$ cat src/rtl/mips_multicycle_ctrl.sv
// Multicycle MIPS control FSM: sequences each instruction and drives every datapath control.
// Optional bne support is enabled by defining MC_CTRL_BNE_EN.
module mips_multicycle_ctrl (
    input  logic       clk,
    input  logic       reset_n,
    input  logic [5:0] op,
    input  logic [5:0] funct,
    input  logic       zero,
    output logic       pcen,
    output logic       memwrite,
    output logic       irwrite,
    output logic       regwrite,
    output logic       regdst,
    output logic       memtoreg,
    output logic       iord,
    output logic       alusrca,
    output logic [1:0] alusrcb,
    output logic [1:0] pcsrc,
    output logic [2:0] alucontrol,
    output logic       illegal_op
);
    // state    | meaning
    // FETCH    | read instr, PC+4     DECODE   | register read, branch target
    // MEMADR   | lw/sw address        MEMRD    | lw data read     MEMWB | lw writeback
    // MEMWR    | sw data write        EXECUTE  | R-type ALU op    ALUWB | R-type writeback
    // BRANCH   | beq/bne compare      ADDIEXEC | addi ALU op      ADDIWB | addi writeback
    // JUMP     | load jump target
    typedef enum logic [3:0] {
        FETCH, DECODE, MEMADR, MEMRD, MEMWB, MEMWR,
        EXECUTE, ALUWB, BRANCH, ADDIEXEC, ADDIWB, JUMP
    } state_t;

    localparam logic [5:0] OP_RTYPE = 6'b000000;
    localparam logic [5:0] OP_LW    = 6'b100011;
    localparam logic [5:0] OP_SW    = 6'b101011;
    localparam logic [5:0] OP_BEQ   = 6'b000100;
    localparam logic [5:0] OP_ADDI  = 6'b001000;
    localparam logic [5:0] OP_J     = 6'b000010;
`ifdef MC_CTRL_BNE_EN
    localparam logic [5:0] OP_BNE   = 6'b000101;
`endif

    localparam logic [2:0] ALU_ADD = 3'b010;
    localparam logic [2:0] ALU_SUB = 3'b110;

    state_t     state, next_state;
    logic       pcwrite, branch, taken;
    logic       memwrite_st, irwrite_st, regwrite_st, illegal_st;
    logic       funct_ok;
    logic [2:0] funct_alu;

    always_ff @(posedge clk or negedge reset_n) begin
        if (!reset_n) state <= FETCH;
        else          state <= next_state;
    end

`ifdef MC_CTRL_BNE_EN
    logic bne_flag;

    always_ff @(posedge clk or negedge reset_n) begin
        if (!reset_n)            bne_flag <= 1'b0;
        else if (state == DECODE) bne_flag <= (op == OP_BNE);
    end

    assign taken = zero ^ bne_flag;
`else
    assign taken = zero;
`endif

    always_comb begin
        funct_ok  = 1'b1;
        funct_alu = ALU_ADD;
        case (funct)
            6'b100000: funct_alu = ALU_ADD;
            6'b100010: funct_alu = ALU_SUB;
            6'b100100: funct_alu = 3'b000;
            6'b100101: funct_alu = 3'b001;
            6'b101010: funct_alu = 3'b111;
            default:   funct_ok  = 1'b0;
        endcase
    end

    always_comb begin
        next_state  = state;
        pcwrite     = 1'b0;
        branch      = 1'b0;
        memwrite_st = 1'b0;
        irwrite_st  = 1'b0;
        regwrite_st = 1'b0;
        illegal_st  = 1'b0;
        regdst      = 1'b0;
        memtoreg    = 1'b0;
        iord        = 1'b0;
        alusrca     = 1'b0;
        alusrcb     = 2'b00;
        pcsrc       = 2'b00;
        alucontrol  = ALU_ADD;
        case (state)
            FETCH: begin
                alusrcb    = 2'b01;
                irwrite_st = 1'b1;
                pcwrite    = 1'b1;
                next_state = DECODE;
            end
            DECODE: begin
                alusrcb = 2'b11;
                case (op)
                    OP_LW, OP_SW: next_state = MEMADR;
                    OP_RTYPE: begin
                        if (funct_ok) next_state = EXECUTE;
                        else begin
                            next_state = FETCH;
                            illegal_st = 1'b1;
                        end
                    end
                    OP_BEQ:  next_state = BRANCH;
`ifdef MC_CTRL_BNE_EN
                    OP_BNE:  next_state = BRANCH;
`endif
                    OP_ADDI: next_state = ADDIEXEC;
                    OP_J:    next_state = JUMP;
                    default: begin
                        next_state = FETCH;
                        illegal_st = 1'b1;
                    end
                endcase
            end
            MEMADR: begin
                alusrca    = 1'b1;
                alusrcb    = 2'b10;
                next_state = (op == OP_SW) ? MEMWR : MEMRD;
            end
            MEMRD: begin
                iord       = 1'b1;
                next_state = MEMWB;
            end
            MEMWB: begin
                memtoreg    = 1'b1;
                regwrite_st = 1'b1;
                next_state  = FETCH;
            end
            MEMWR: begin
                iord        = 1'b1;
                memwrite_st = 1'b1;
                next_state  = FETCH;
            end
            EXECUTE: begin
                alusrca    = 1'b1;
                alucontrol = funct_alu;
                next_state = ALUWB;
            end
            ALUWB: begin
                regdst      = 1'b1;
                regwrite_st = 1'b1;
                next_state  = FETCH;
            end
            BRANCH: begin
                alusrca    = 1'b1;
                alucontrol = ALU_SUB;
                pcsrc      = 2'b01;
                branch     = 1'b1;
                next_state = FETCH;
            end
            ADDIEXEC: begin
                alusrca    = 1'b1;
                alusrcb    = 2'b10;
                next_state = ADDIWB;
            end
            ADDIWB: begin
                regwrite_st = 1'b1;
                next_state  = FETCH;
            end
            JUMP: begin
                pcsrc      = 2'b10;
                pcwrite    = 1'b1;
                next_state = FETCH;
            end
            default: next_state = FETCH;
        endcase
    end

    // Write strobes are masked while reset is held so nothing leaks out mid-assertion.
    assign pcen       = reset_n & (pcwrite | (branch & taken));
    assign memwrite   = reset_n & memwrite_st;
    assign irwrite    = reset_n & irwrite_st;
    assign regwrite   = reset_n & regwrite_st;
    assign illegal_op = reset_n & illegal_st;

endmodule

$ cat config.mk
export PLATFORM = sky130hd
export DESIGN_NAME = mips_multicycle_ctrl
export DESIGN_NICKNAME = d
export VERILOG_FILES = /design/src/rtl/mips_multicycle_ctrl.sv
export SDC_FILE = /design/constraint.sdc
export NUM_CORES = 1
export LEC_CHECK = 0
export ABC_AREA = 1
export CORE_AREA = 5 5 43 45
export CTS_BUF_LIST = sky130_fd_sc_hd__clkbuf_4 sky130_fd_sc_hd__clkbuf_8
export DETAILED_ROUTE_END_ITERATION = 10
export DIE_AREA = 0 0 48 50
export PLACE_DENSITY = 0.79
export SKIP_CTS_REPAIR_TIMING = 1
export SLEW_MARGIN = 20
export SYNTH_ARGS = -nofsm -noshare
export SYNTH_HDL_FRONTEND = slang
export SYNTH_SLANG_ARGS = --single-unit
$ cat constraint.sdc
create_clock -name clk -period 1.6 [get_ports clk]
set_clock_uncertainty 0.1 [all_clocks]
set_input_delay 0.4 -clock clk [delete_from_list [all_inputs] [get_ports clk]]
set_output_delay 0.4 -clock clk [all_outputs]
set_load 0.1 [all_outputs]
==> results of run 1 <==
per-stage QoR:
stage | cell area, sq um | setup TNS, ns | hold WS [ns]
floorplan | 674 | -5.09 | 0.00441
global placement | 1410 | -4.59 | 0.611
cell usage after synthesis:
cell type and number:
nand4_1 2, nor2_2 1, nand3_2 1, o211ai_1 1, or2_4 1, nand3_1 8, nand2_1 24, nor3_1 3
dfrtp_1 4, inv_1 19, or2_1 1, inv_2 1, nor2_1 21, o22ai_2 1, o21ai_0 6, a21oi_1 3
nor2_4 1
cells by family after synthesis:
group | after synthesis
AND/OR/NAND/NOR | 63
buffers and inverters | 20
AO/OA/AOI/OAI | 11
flip-flops | 4
==> results.cfg, run 1 <==
[synth]
synth_top_family_by_area = simple AND/OR/NAND/NOR gates
synth-compound-area-share_pct = 12.5
yosysTopAreaCellShare_pct = 19.3
synth_area_leader_cell = dfrtp_1
syn_area_sq_um = 519
synth_fa_ha_area_share_pct = 0
syn_nets = 113
yosys-top-cells-area = dfrtp_1, nand2_1, nor2_1, inv_1, nand3_1
yosys-mux-area-fraction_pct = 0
ys_seq_area_share_pct = 19.3
syn_inst = 98
yosysUniqueCellTypes = 17
syn_avg_cell_area_sq_um = 5.30
synthXorXnorAreaFrac_pct = 0
synthSimpleGateAreaFrac_pct = 53.7
ys_ff_latch = 4
yosysWarnings = 0

[floorplanning]
die_x_um = 48
start_util_pct = 36.1
dieHeight_um = 50
row_count = 14
io_pins = 31

[outcome]
tool.error = [ERROR DPL-0033] detailed placement checks failed during check placement.
haltStage = detailed placement
status = stopped before the end

[place]
dp_hpwl_um = 2930
io_buffer_count = 30
gp_congestion = 0.863
==> inputs of run 2 (changes only) <==
--- a/config.mk
+++ b/config.mk
@@ -6,11 +6,10 @@
 export NUM_CORES = 1
 export LEC_CHECK = 0
 export ABC_AREA = 1
-export CORE_AREA = 5 5 43 45
-export CTS_BUF_LIST = sky130_fd_sc_hd__clkbuf_4 sky130_fd_sc_hd__clkbuf_8
+export CORE_AREA = 5 5 66 68
 export DETAILED_ROUTE_END_ITERATION = 10
-export DIE_AREA = 0 0 48 50
-export PLACE_DENSITY = 0.79
+export DIE_AREA = 0 0 71 73
+export PLACE_DENSITY_LB_ADDON = 0.15
 export SKIP_CTS_REPAIR_TIMING = 1
 export SLEW_MARGIN = 20
 export SYNTH_ARGS = -nofsm -noshare
==> results.cfg, run 2 <==
[grt]
grt_pass1_vias = 818
grt_use_total_pct = 8.20
grt_first_pass_wirelength_um = 3410
antenna_found_initial = 0
grt.overflow.total = 0
grt_max_degree = 7

[synth]
synth_edf_count = 0
yosysWarnings = 0
syn_area_sq_um = 519
synth.top_cells.by_count = nand2_1, nor2_1, inv_1
syn_avg_cell_area_sq_um = 5.30
yosys-top-cells-area = dfrtp_1, nand2_1, nor2_1, inv_1, nand3_1
synth_most_common_cell = nand2_1
ys_ff_latch = 4
yosysTopAreaCellShare_pct = 19.3
syn_inst = 98
ys.flop_type = dfrtp_1
syn_nets = 113
async_flop_share_pct = 100
synth_area_leader_cell = dfrtp_1
yosysUniqueCellTypes = 17
ys_seq_area_share_pct = 19.3

[power]
powerDensity_nw_per_um2 = 1450
ir_drop_uv = 742
leakage_nw = 0.877
p_total_mw = 2.49

[setup_path]
setup.worst_path.start_class = register
path_cells = buf_12, nor2_4, inv_2, o211ai_1, clkbuf_16
crit_path_top_delay_cell = dfrtp_2
cp.arrival_ns = 1.50
cp-end-kind = output pin
cp_max_fo = 3
max_stage_delay_ns = 0.44
cp.required_ns = 1.10
crit_type = register to output pin

[floorplanning]
die_x_um = 71
start_util_pct = 13.7
dieArea_sq_um = 5180
io_pins = 31
core-area_sq_um = 3800
row_count = 23
dieHeight_um = 73

[timing]
period_minus_slack_ns = 2.00
final-max-slew-violation-count = 0
final.hold.worst_slack_ns = 0.155
tns_ns = -4.67
finalCritPeriodShare_pct = 125
relSlewSlack_pct = 79.7
hold_viol = 0
rsz0062_at_grt = true
fin_ws_ns = -0.399
setup_viol = 16
tightest_slew_ns = 0.304
fmax_ghz = 0.500

[drt]
drt-total-wl_um = 2240
dr.first_iter.drc_count = 15
viasPerCell = 3.88
final_antenna_net_count = 0
drc = 0
avgRoutedWirePerCell_um = 10.1
vias = 857
dr.pass1.iters = 4

[cells_and_area]
final_area_sq_um = 1720
final_common_cell = buf_4
mostFrequentLayoutCells = buf_4, buf_12, dlymetal6s2s_1
syn2layout_area_growth_pct = 230
nets = 188
final_cells = 221
largest_reg_flops = 4
drive_above_1_share_pct = 66.7
top_register = state
top_regs = state x4
fillCellCount = 390
antennaDiodeCount = 0
fin_util_pct = 45.2

[clock_network]
cts_root_buf = clkbuf_8
cts_tree = built
cts_buffers = 3
clkTransAtPathRegs_ns = 0.03
htree_levels = 1
clock-sinks = 4
clkLatencyLatePin_ns = 0.22
ctsLongestPathBuffers = 2

[worst_hold_path]
hold_path_class = input pin to asynchronous set/reset pin

[place]
dp_hpwl_um = 1870
io_buffer_count = 30
place_ws_ns = -0.715
gp_congestion = 0.745
post-place-cells = 214
dpl_cell_area_sq_um = 1490

[outcome]
violations = setup timing
status = complete, but fails checks

[flow_run]
cap_violations = 0
[run 2: cell counts after synthesis]
No cell type changed its count.
[run 2: final timing paths]
check,start,to,slack [ns],cells after the start
worst max register to register,state[0],state[2],0.15,9
worst min-delay path,reset_n,state[0],0.16,3
worst max-delay path,state[3],alusrcb[1],-0.40,5
max in group asynchronous,reset_n,state[3],1.13,3
min in group clk,op[2],state[2],0.50,4
worst min register to register,state[2],state[3],0.66,4
[run 2: final cells by class]
| type | instances | area, sq um | share of cell area, % |
|---|---|---|---|
| Clock buffer | 3 | 41.3 | 2.41 |
| Inverter | 20 | 95.1 | 5.54 |
| Multi-Input combinational cell | 74 | 567 | 33.0 |
| Sequential cell | 4 | 104 | 6.05 |
| Tap cell | 50 | 62.6 | 3.65 |
| Timing Repair Buffer | 70 | 846 | 49.3 |
[run 2: worst max-delay path, delay by kind of cell (launching register included)]
family | cells | cell delay [ns]
flops | 1 | 0.44
buf+inv | 3 | 0.46
compound gates | 1 | 0.28
simple gates | 1 | 0.11
[run 2: power by group]
group,internal [mW],switching (mW),total [mW]
Sequential,0.136,0.0607,0.197
Clock,0.160,0.0518,0.212
Combinational,0.868,1.22,2.09
Total,1.16,1.33,2.49
[run 2: cells by family (layout without fill, tap and decap cells)]
family	count (synthesis)	count (layout)	share of synthesized area, %
AO/OA/AOI/OAI	11	11	12.5
buffers and inverters	20	93	14.5
flip-flops	4	4	19.3
AND/OR/NAND/NOR	63	63	53.7
[run 2: per-layer routing]
metal | track usage, % | up-vias | share of wire, %
met5 | 0 | - | 0
met4 | 3.13 | 0 | 0.94
met3 | 2.34 | 2 | 5.1
met2 | 14.2 | 27 | 55
met1 | 9.56 | 377 | 39
li1 | - | 451 | -
Note: power is estimated with default switching activity, not from simulation.
